$ cat src/rtl/muldiv_unit.sv
// Iterative multiply/divide unit with HI/LO result registers.
// Radix-2 shift-add multiply and restoring divide on operand magnitudes, sign fix-up in a final cycle.
module muldiv_unit #(
  parameter int WIDTH = 32
) (
  input  logic             clk,
  input  logic             reset,
  input  logic             start,
  input  logic [1:0]       op,
  input  logic [WIDTH-1:0] a,
  input  logic [WIDTH-1:0] b,
  input  logic             cancel,
  input  logic             mthi,
  input  logic             mtlo,
  input  logic [WIDTH-1:0] wdata,
  output logic             busy,
  output logic             done,
  output logic             div_zero,
  output logic [WIDTH-1:0] hi,
  output logic [WIDTH-1:0] lo
);

  localparam int CW = $clog2(WIDTH + 1);
  localparam logic [CW-1:0] LAST = CW'(WIDTH);

  typedef enum logic [1:0] {
    IDLE = 2'd0,
    RUN  = 2'd1,
    FIX  = 2'd2
  } state_t;

  state_t           state_q, state_d;
  logic [CW-1:0]    cnt_q, cnt_d;
  logic [1:0]       op_q, op_d;
  logic [WIDTH-1:0] a_q, a_d;
  logic [WIDTH-1:0] b_q, b_d;
  logic [WIDTH-1:0] acc_hi_q, acc_hi_d;
  logic [WIDTH-1:0] acc_lo_q, acc_lo_d;
  logic [WIDTH-1:0] hi_q, hi_d;
  logic [WIDTH-1:0] lo_q, lo_d;
  logic             done_q, done_d;
  logic             div_zero_q, div_zero_d;

  logic               is_signed, is_div, sign_a, sign_b, b_zero;
  logic [WIDTH-1:0]   mag_a, mag_b, mul_addend, div_diff, q_fix, r_fix;
  logic [WIDTH:0]     mul_sum, div_part;
  logic               div_ge;
  logic [2*WIDTH-1:0] prod, prod_fix;

  // Operand decode and per-iteration arithmetic
  always_comb begin
    is_signed  = ~op_q[0];
    is_div     = op_q[1];
    sign_a     = is_signed & a_q[WIDTH-1];
    sign_b     = is_signed & b_q[WIDTH-1];
    b_zero     = (b_q == '0);
    mag_a      = sign_a ? -a_q : a_q;
    mag_b      = sign_b ? -b_q : b_q;
    mul_addend = acc_lo_q[0] ? mag_b : '0;
    mul_sum    = {1'b0, acc_hi_q} + {1'b0, mul_addend};
    div_part   = {acc_hi_q, acc_lo_q[WIDTH-1]};
    div_ge     = (div_part >= {1'b0, mag_b});
    // Remainder stays below the divisor, so the low WIDTH bits hold the difference.
    div_diff   = div_part[WIDTH-1:0] - mag_b;
    prod       = {acc_hi_q, acc_lo_q};
    prod_fix   = (sign_a ^ sign_b) ? -prod : prod;
    q_fix      = (sign_a ^ sign_b) ? -acc_lo_q : acc_lo_q;
    r_fix      = sign_a ? -acc_hi_q : acc_hi_q;
  end

  always_ff @(posedge clk) begin
    if (reset) begin
      state_q    <= IDLE;
      cnt_q      <= '0;
      op_q       <= '0;
      a_q        <= '0;
      b_q        <= '0;
      acc_hi_q   <= '0;
      acc_lo_q   <= '0;
      hi_q       <= '0;
      lo_q       <= '0;
      done_q     <= 1'b0;
      div_zero_q <= 1'b0;
    end else begin
      state_q    <= state_d;
      cnt_q      <= cnt_d;
      op_q       <= op_d;
      a_q        <= a_d;
      b_q        <= b_d;
      acc_hi_q   <= acc_hi_d;
      acc_lo_q   <= acc_lo_d;
      hi_q       <= hi_d;
      lo_q       <= lo_d;
      done_q     <= done_d;
      div_zero_q <= div_zero_d;
    end
  end

  always_comb begin
    state_d = state_q;
    case (state_q)
      IDLE:    if (start && !cancel) state_d = RUN;
      RUN: begin
        if (cancel)              state_d = IDLE;
        else if (cnt_q == LAST)  state_d = FIX;
      end
      FIX:     state_d = IDLE;
      default: state_d = IDLE;
    endcase
  end

  // Count 0 of RUN loads magnitudes; counts 1..WIDTH each retire one bit.
  always_comb begin
    cnt_d      = cnt_q;
    op_d       = op_q;
    a_d        = a_q;
    b_d        = b_q;
    acc_hi_d   = acc_hi_q;
    acc_lo_d   = acc_lo_q;
    hi_d       = hi_q;
    lo_d       = lo_q;
    done_d     = 1'b0;
    div_zero_d = 1'b0;
    case (state_q)
      IDLE: begin
        if (!cancel) begin
          if (start) begin
            a_d   = a;
            b_d   = b;
            op_d  = op;
            cnt_d = '0;
          end else begin
            if (mthi) hi_d = wdata;
            if (mtlo) lo_d = wdata;
          end
        end
      end
      RUN: begin
        if (!cancel) begin
          cnt_d = cnt_q + 1'b1;
          if (cnt_q == '0) begin
            acc_hi_d = '0;
            acc_lo_d = mag_a;
          end else if (is_div) begin
            acc_hi_d = div_ge ? div_diff : div_part[WIDTH-1:0];
            acc_lo_d = {acc_lo_q[WIDTH-2:0], div_ge};
          end else begin
            acc_hi_d = mul_sum[WIDTH:1];
            acc_lo_d = {mul_sum[0], acc_lo_q[WIDTH-1:1]};
          end
        end
      end
      FIX: begin
        if (!cancel) begin
          done_d = 1'b1;
          if (is_div) begin
            if (b_zero) begin
              hi_d       = a_q;
              lo_d       = '1;
              div_zero_d = 1'b1;
            end else begin
              hi_d = r_fix;
              lo_d = q_fix;
            end
          end else begin
            {hi_d, lo_d} = prod_fix;
          end
        end
      end
      default: ;
    endcase
  end

  always_comb begin
    busy     = ((state_q == RUN) && (cnt_q != '0)) || (state_q == FIX);
    done     = done_q;
    div_zero = div_zero_q;
    hi       = hi_q;
    lo       = lo_q;
  end

endmodule

$ cat config.mk
export PLATFORM = sky130hd
export DESIGN_NAME = muldiv_unit
export DESIGN_NICKNAME = d
export VERILOG_FILES = /design/src/rtl/muldiv_unit.sv
export SDC_FILE = /design/constraint.sdc
export NUM_CORES = 1
export LEC_CHECK = 0
export BUFFER_PORTS_ARGS = -buffer_cell sky130_fd_sc_hd__buf_2
export CELL_PAD_IN_SITES_DETAIL_PLACEMENT = 0
export CELL_PAD_IN_SITES_GLOBAL_PLACEMENT = 1
export CORE_MARGIN = 2
export CORE_UTILIZATION = 45
export DETAILED_ROUTE_END_ITERATION = 7
export GPL_TIMING_DRIVEN = 0
export PLACE_DENSITY_LB_ADDON = 0.1
export SLEW_MARGIN = 20
export SYNTH_ARGS = -nofsm -noshare
export SYNTH_HDL_FRONTEND = slang
export SYNTH_SLANG_ARGS = --single-unit
$ cat constraint.sdc
create_clock -name clk -period 6.8 [get_ports clk]
set_clock_uncertainty 0.1 [all_clocks]
set_input_delay 2.04 -clock clk [delete_from_list [all_inputs] [get_ports clk]]
set_output_delay 2.04 -clock clk [all_outputs]
set_load 0.01 [all_outputs]
==> Yosys cells after proc, flatten, opt, wreduce, memory -nomap -nowiden <==
Index checks and enable logic that the tools add are counted.
{ "op_classes": {"n_reduce_logical": 18, "bitwise_logic": 7, "addsub": 8, "n_mux": 35, "n_lt_le_gt_ge": 1, "n_eq_ne": 12} }
{ "op_table": {"columns": ["op", "n"], "rows": [
  ["2-to-1 mux 32 bit", 22],
  ["negator 32 bit", 4],
  ["one-hot mux 32 bit (2 select lines)", 2],
  ["2-to-1 mux 64 bit", 1],
  ["negator 64 bit", 1],
  ["adder 32 x 32 -> 33 bit", 1],
  [">= comparator 33 x 32 -> 1 bit", 1],
  ["logical NOT 32 bit", 1],
  ["subtractor 32 bit", 1],
  ["2-to-1 mux 6 bit", 3],
  ["!= test 2 bit (second input constant)", 8],
  ["one-hot mux 6 bit (2 select lines)", 1],
  ["AND reduction 5 bit", 2],
  ["adder 6 x 1 -> 6 bit (second input constant)", 1],
  ["== test 6 bit (second input constant)", 1],
  ["logical NOT 6 bit", 1],
  ["2-to-1 mux 2 bit", 3],
  ["nonzero test 6 bit", 1],
  ["inverter 1 bit", 4],
  ["one-hot mux 2 bit (2 select lines)", 1],
  ["AND reduction 2 bit", 2],
  ["AND reduction 4 bit", 1],
  ["nonzero test 2 bit", 2],
  ["OR reduction 4 bit", 1],
  ["12 further kinds", 15]
]} }
{ "word_totals": {"input_bits": 104, "wordCells": 92, "regBits": 204, "out_inout_bits": 67} }

==> Logic depth before layout (Yosys ltp) <==
Gate-level depths: netlist of run 1.
{ "logic_depth": {"ltp_word": 8, "depth_mapped": 21, "depth_no_buf": 18} }

==> Least setup slack after synthesis of run 1 <==
OpenSTA, ideal clock, no wires.
{ "synth_timing": {"path_type": "flip-flop to flip-flop", "start": "register b_q[6]", "end": "register acc_hi_q[29]", "setup_time_ps": 117, "arrival_time_ps": 4143, "required_ps": 6583, "period_less_slack_ps": 4360, "n_path_buf": 0, "path_slack_ps": 2440, "stages_incl_launch_ff": 16, "cell_sequence": "dfxtp_1 or4_1 or3_1 o31ai_1 xor2_1 nor2_1 ha_1 and2_1 a21o_1 a221o_1 a41oi_1 o21ai_1 a41oi_1 o21ai_0 or3_1 a32o_1"} }
{ "synth_via": {"elab_chain_len": 6, "elab_cells_between_ends": 9, "cone_classes": "3 x add/sub; 1 x order compare; 5 x mux"} }
{ "synth_rtl": {"columns": ["element", "line", "rtl"], "rows": [
  ["from (decl)", "36", "logic [WIDTH-1:0] b_q, b_d;"],
  ["from (signal assigned)", "77", "b_q <= '0;"],
  ["from (signal assigned)", "89", "b_q <= b_d;"],
  ["negator 32 bit", "58", "mag_b = sign_b ? -b_q : b_q;"],
  ["2-to-1 mux 32 bit *", "58", null],
  ["2-to-1 mux 32 bit (tied with other cells)", "59", "mul_addend = acc_lo_q[0] ? mag_b : '0;"],
  ["adder 32 x 32 -> 33 bit or 2-to-1 mux 32 bit (tied branches)", "60, 145", null],
  ["2-to-1 mux 32 bit *", "144", "end else if (is_div) begin"],
  ["2-to-1 mux 32 bit *", "141", "if (cnt_q == '0) begin"],
  ["to (signal assigned)", "90", "acc_hi_q <= acc_hi_d;"],
  ["to (decl)", "37", "logic [WIDTH-1:0] acc_hi_q, acc_hi_d;"]
]} }
Every way passes the cells marked *; elsewhere a longest branch is shown, timed or not.
A chain may end at the register's enable or synchronous reset.

==> Worst setup path after layout of run 1 <==
{ "layout_timing": {"start": "register b_q[2]", "end": "register acc_hi_q[17]"} }
Same word-level chain as after synthesis.

==> results of run 1 <==
state kept, by name, summed over array words and instances, names as in the netlist:
signal and cells:
state_q 2, hi 32, done 1, acc_lo_q 32, a_q 32, div_zero 1
lo 32, cnt_q 6, acc_hi_q 32, b_q 32, op_q 2
per-layer routing:
layer	share of wire	vias up	track usage
li1	-	8280	-
met1	0.41	8241	0.450
met2	0.45	821	0.591
met3	0.069	198	0.0413
met4	0.074	0	0.226
met5	0	-	0
cell usage after synthesis (11+ instances only):
library cell	number
nor3_1	50
a21o_1	35
ha_1	70
o21a_1	15
xnor2_1	112
o21ai_0	110
o211ai_1	32
nand2b_1	15
a22o_1	11
or3_1	18
nor4_1	23
inv_1	40
o221ai_1	23
nand2_1	320
a31oi_1	15
a21oi_1	277
and3_1	15
nor2b_1	14
clkbuf_1	118
dfxtp_1	204
o31ai_1	21
a211oi_1	42
a22oi_1	18
nand4_1	16
nand3_1	21
buf_2	11
mux2i_1	30
xor2_1	88
nor2_1	230
area by class of cell:
cell class | instances | area (sq um)
fill | 3639 | 17000
clock buffer | 37 | 752
clock inverter | 10 | 125
inverter | 41 | 154
antenna | 1 | 2.50
timing repair buffer | 170 | 851
buffer | 160 | 764
multi-input combinational | 1790 | 11100
sequential | 204 | 4080
tap | 461 | 577
worst min-delay path: stages, from the launching register on:
cell and delay (ns):
dfxtp_1 0.30, nand2_1 0.05, a21oi_1 0.05
worst max-delay path by stage:
stage	start	end	slack, ns	cells past startpoint
after floorplan	b_q[6]$_SDFFE_PP0P_	acc_hi_q[29]$_SDFFE_PP0P_	2.44	15
after global placement	b_q[2]$_SDFFE_PP0P_	acc_hi_q[2]$_SDFFE_PP0P_	0.98	20
after detailed placement	b_q[2]$_SDFFE_PP0P_	acc_hi_q[17]$_SDFFE_PP0P_	1.00	20
after CTS	b_q[2]$_SDFFE_PP0P_	acc_hi_q[17]$_SDFFE_PP0P_	0.97	20
after global routing	b_q[2]$_SDFFE_PP0P_	acc_hi_q[15]$_SDFFE_PP0P_	0.34	20
final	b_q[2]$_SDFFE_PP0P_	acc_hi_q[17]$_SDFFE_PP0P_	0.87	20
placed cells by master, fill, tap and decap left out, types with 23 or more instances in the layout:
cell,instances
o211ai_1,32
mux2i_1,30
nor3_1,50
clkbuf_16,26
o21ai_0,110
a211oi_1,42
dfxtp_1,204
xnor2_1,112
o221ai_1,23
a21oi_1,277
nor2_1,230
nor4_1,23
xor2_1,88
nand2_1,320
inv_1,40
ha_1,70
buf_2,181
clkbuf_1,123
a21o_1,35
metrics by stage:
| stage | power, W | cell area [sq um] | hold WS [ns] | setup slack [ns] |
|---|---|---|---|---|
| 2_1_floorplan | 0.00177 | 16100 | 0.347 | 2.44 |
| 3_3_place_gp | 0.00204 | 17500 | 0.332 | 0.977 |
| 3_5_place_dp | 0.00205 | 17500 | 0.343 | 1.00 |
| 4_1_cts | 0.00344 | 18400 | 0.357 | 0.973 |
| 5_1_grt | 0.00357 | 18400 | 0.373 | 0.336 |
| 6_report | 0.00346 | 18400 | 0.353 | 0.869 |
where the power goes:
| group | leakage (nW) | internal [W] | switching, W | total [W] |
|---|---|---|---|---|
| clock | 0.429 | 0.000847 | 0.000566 | 0.00141 |
| combinational | 5.37 | 0.000254 | 0.000502 | 0.000756 |
| sequential | 1.66 | 0.00123 | 0.0000559 | 0.00129 |
logic make-up (layout without fill, tap and decap cells):
| kind of cell | after synthesis | in the layout | synth area share |
|---|---|---|---|
| and+or+nand+nor | 785 | 785 | 0.225 |
| AOI/OAI and AO/OA | 700 | 700 | 0.278 |
| DFF | 204 | 204 | 0.254 |
| buffers and inverters | 201 | 418 | 0.0570 |
| xor gates and xnor gates | 200 | 200 | 0.109 |
| adders and majority gates | 72 | 72 | 0.0569 |
| muxes | 33 | 33 | 0.0207 |
| other | 0 | 1 | 0 |
==> reports/qor.csv, run 1 <==
metric,value,unit
critPathMaxStageDelay,0.58,ns
slew_headroom,0.264,
antenna_found_initial,0,
setup_tns,0,ns
setup_viol,0,
cts-resized-gates,0,
rsz0062_at_grt,no,
startpoint_type,flop,
yosysSeqAreaShare,0.254,
ant_nets,0,
wirelength,68.8,mm
leakage,7.46,nW
status,finished clean,
regToRegSetupSlack,0.87,ns
synthFlopType,dfxtp_1,
portBuffers,169,
htreeDepth,1,
vdd_ir_drop_max,0.209,mV
grt.overflow.total,0,
path_cells,or3_1 -> nor4_1 -> and2_1 -> nand2_1 -> nor2_1 -> and2_1 -> nor2_1 -> xnor2_1 -> ha_1 -> clkbuf_1 -> nand4_1 -> nor4_1 -> nand4_1 -> o311ai_0 -> a211oi_1 -> clkbuf_1 -> buf_1 -> nor2_1 -> a21oi_1 -> o211ai_1,
numCtsBuffers,26,
fin_nets,2569,
post-cts-setup-buffer-count,0,
synthArstFlopShare,0,
slowest_stage,clkbuf_1,
clk_latency,0.55,ns
finalNonFillerCells,2874,
p_per_area,188,nW/um^2
worstMarginPinSlew,1.08,ns
maxCapViolCount,0,
drc,0,
reg2reg_from,b_q[2]$_SDFFE_PP0P_,
fin_crit_sh,0.872,
dieHeight,193,microns
postCtsHoldBufs,0,
dpl.cell_count,2826,
reg2regPathDepth,20,
hpwl,55.9,mm
whs_endpoint,lo[28]$_SDFFE_PP0P_,
grt_max_degree,14,
post_route_cells_drive_above_1_share,0.124,
crit_type,flop to flop,
synth_edf_count,0,
grt_pass1_wl,101,mm
ys_types,93,
hold_path.class,flop to flop,
path_max_fanout,10,
fmax,0.169,GHz
path_buf_inv,3,
postSynthCellCount,2195,
post-route-util,0.520,
drt-wirelength-per-cell,24.0,microns
io-pin-count,171,
core_area,35400,sq um
yosys-top-cells-area,"dfxtp_1, a21oi_1, nand2_1",
grt_pass1_vias,16195,
yosysWarningCount,0,
end_kind,flop,
area_growth,14.4,%
drtPass1Iterations,7,
die_area,37300,sq um
cts_max_path_buffers,3,
rows,69,
clockRootBuffer,clkbuf_16,
hold_path_depth,2,
crit_arrival,6.25,ns
clkSlewWorstSetupHoldPaths,0.06,ns
grt_usage,0.360,
hold_viol_final,0,
period_minus_slack,5.93,ns
cts_tree,done,
syn_area,16100,sq um
min-delay-start,lo[28]$_SDFFE_PP0P_,
slew_violations,0,
synth_top_area_share,0.254,
cp_top_family,simple AND/OR/NAND/NOR gates,
syn_nets,2371,
yosysTopAreaCell,dfxtp_1,
drt_iter0_drc,1636,
cts_sinks,204,
reg2reg_to,acc_hi_q[17]$_SDFFE_PP0P_,
avgViaCountPerCell,6.10,
crit_path_frequent_cell,nor2_1,
start_util,0.455,
ys_ff_latch,204,
syn_avg_cell_area,7.34,sq um
via_count,17540,
die_w,193,microns
cp.required,7.12,ns
gp_congestion,1.02,
(Power assumes the default switching activity.)
==> run 2: changes to the inputs <==
--- a/config.mk
+++ b/config.mk
@@ -8,6 +8,7 @@
 export BUFFER_PORTS_ARGS = -buffer_cell sky130_fd_sc_hd__buf_2
 export CELL_PAD_IN_SITES_DETAIL_PLACEMENT = 0
 export CELL_PAD_IN_SITES_GLOBAL_PLACEMENT = 1
+export CORE_ASPECT_RATIO = 0.9
 export CORE_MARGIN = 2
 export CORE_UTILIZATION = 45
 export DETAILED_ROUTE_END_ITERATION = 7
==> run 2 against run 1 <==
  * Critical path depth shrank 1
  * Non-clock buffer count is the same
  * Sequential power is essentially flat
  * Register-to-register slack lost 0.31 ns
  * Worst hold slack lost 0.0061 ns
  * Final cell count grew 0.24%
  * Count of clock-buffer cells in the layout shrank 5
  * Combinational power grew 2%
  * Highest routed layer unchanged
==> reports/qor.csv, run 2 (synthesis gave the netlist of run 1 again) <==
metric,value,unit,change
cts_max_path_buffers,3,,unchanged
fmax,0.160,GHz,-4.9%
core_area,35100,sq um,-0.74%
crit_type,flop to flop,,
hold_path.class,flop to flop,,
post-cts-setup-buffer-count,0,,unchanged
leakage,7.46,nW,about the same
area_growth,14.7,%,
cp.required,7.13,ns,about the same
rows,65,,-5.8%
end_kind,flop,,
grt-busiest-layer,met1,,
p_per_area,192,nW/um^2,+2.3%
drtPass1Iterations,6,,-1
fin_crit_sh,0.917,,+0.0450
fin_nets,2568,,-0.039%
postCtsHoldBufs,0,,unchanged
avgViaCountPerCell,6.19,,+1.4%
pre_cts_slack,0.571,ns,-0.432 ns
finalWorstSetupSlack,0.563,ns,-0.306 ns
rsz0062_at_grt,no,,
regToRegSetupSlack,0.56,ns,-0.31 ns
grt.overflow.total,0,,unchanged
grt_usage,0.368,,+0.00817
worstMarginPinSlew,1.30,ns,+0.228 ns
drt_iter0_drc,2246,,+37%
ant_nets,0,,unchanged
hold_path_depth,2,,unchanged
antenna_found_initial,1,,+1
hold_viol_final,0,,unchanged
grt_max_degree,14,,unchanged
holdWs,0.346,ns,-0.00610 ns
setup_tns,0,ns,unchanged
drt-wirelength-per-cell,24.4,microns,+2.0%
final_cell_mix,"nand2_1, a21oi_1, nor2_1",,
clk_latency,0.58,ns,+0.03 ns
via_count,17826,,+1.6%
slew_headroom,0.108,,-0.156
drc,0,,unchanged
post_route_cells_drive_above_1_share,0.124,,+0.000932
hpwl,56.0,mm,+0.20%
cts-resized-gates,0,,unchanged
grt_pass1_wl,103,mm,+2.7%
path_max_fanout,10,,unchanged
die_area,37300,sq um,about the same
status,finished clean,,
final_common_cell,nand2_1,,
clkSlewWorstSetupHoldPaths,0.06,ns,about the same
n_fill_cell,3627,,-0.33%
grt_use_met2,0.528,,-0.0633
grt_pass1_vias,16540,,+2.1%
cts_tree,done,,
io-pin-count,171,,unchanged
startpoint_type,flop,,
grtUsageMet3,0.101,,+0.0594
setup_viol,0,,unchanged
slew_violations,0,,unchanged
portBuffers,169,,unchanged
htreeDepth,1,,unchanged
numCtsBuffers,25,,-3.8%
reg2regPathDepth,19,,-5.0%
crit_arrival,6.56,ns,+0.31 ns
gp_congestion,1.03,,+1.5%
clockRootBuffer,clkbuf_16,,
met1_usage,0.532,,+0.0823
dieHeight,183,microns,-5.0%
cts_sinks,204,,unchanged
period_minus_slack,6.24,ns,+0.306 ns
vdd_ir_drop_max,0.229,mV,+9.7%
wirelength,70.4,mm,+2.2%
die_w,203,microns,+5.3%
maxCapViolCount,0,,unchanged
start_util,0.458,,+0.00340
run 2: per-stage QoR:
| stage | instances | cell area, sq um | power [W] | utilization |
|---|---|---|---|---|
| floorplan | 2195 | 16100 | 0.00177 | - |
| global placement | 2833 | 17500 | 0.00205 | 0.499 |
| detailed placement | 2834 | 17600 | 0.00206 | 0.500 |
| CTS | 2879 | 18500 | 0.00352 | 0.525 |
| global route | 2879 | 18500 | 0.00365 | 0.526 |
| finish | 2881 | 18500 | 0.00354 | 0.526 |
run 2: worst max-delay path, stage by stage (launching register included):
cell	delay (ns)
dfxtp_1	0.37
or3_1	0.41
nor4_1	0.60
and2_1	0.32
nand2_1	0.09
nor2_1	0.22
and2_1	0.21
a21oi_1	0.09
xnor2_1	0.69
ha_1	0.43
inv_1	0.13
nor4_1	0.10
nand4_1	0.13
o311ai_0	0.16
a211oi_1	0.37
clkbuf_1	0.67
buf_1	0.51
o21ai_0	0.23
a22oi_1	0.18
o21ai_0	0.10
run 2: report_power, final:
part	internal (W)	switching, W
sequential	0.00123	0.0000560
combinational	0.000255	0.000516
clock	0.000881	0.000607
run 2: area by class of cell:
cell class / instances / area [sq um] / area share
buffer: 160 / 764 / 0.0414
clock buffer: 32 / 692 / 0.0375
sequential: 204 / 4080 / 0.221
multi-input combinational: 1790 / 11100 / 0.602
tap: 469 / 587 / 0.0318
clock inverter: 13 / 206 / 0.0112
antenna: 2 / 5.00 / 0.000271
timing repair buffer: 170 / 851 / 0.0461
inverter: 41 / 154 / 0.00833
run 2: worst paths after layout:
| kind | start | endpoint |
|---|---|---|
| worst max-delay path | b_q[2]$_SDFFE_PP0P_ | acc_hi_q[22]$_SDFFE_PP0P_ |
| worst min-delay path | lo[7]$_SDFFE_PP0P_ | lo[7]$_SDFFE_PP0P_ |
| worst max register to register | b_q[2]$_SDFFE_PP0P_ | acc_hi_q[22]$_SDFFE_PP0P_ |
| worst min register to register | lo[7]$_SDFFE_PP0P_ | lo[7]$_SDFFE_PP0P_ |
run 2: per-layer routing:
layer	wire length, microns	vias to the layer above
met3	8670	140
met1	31200	8420
li1	-	8272
met5	0	-
met4	2090	0
met2	28400	994
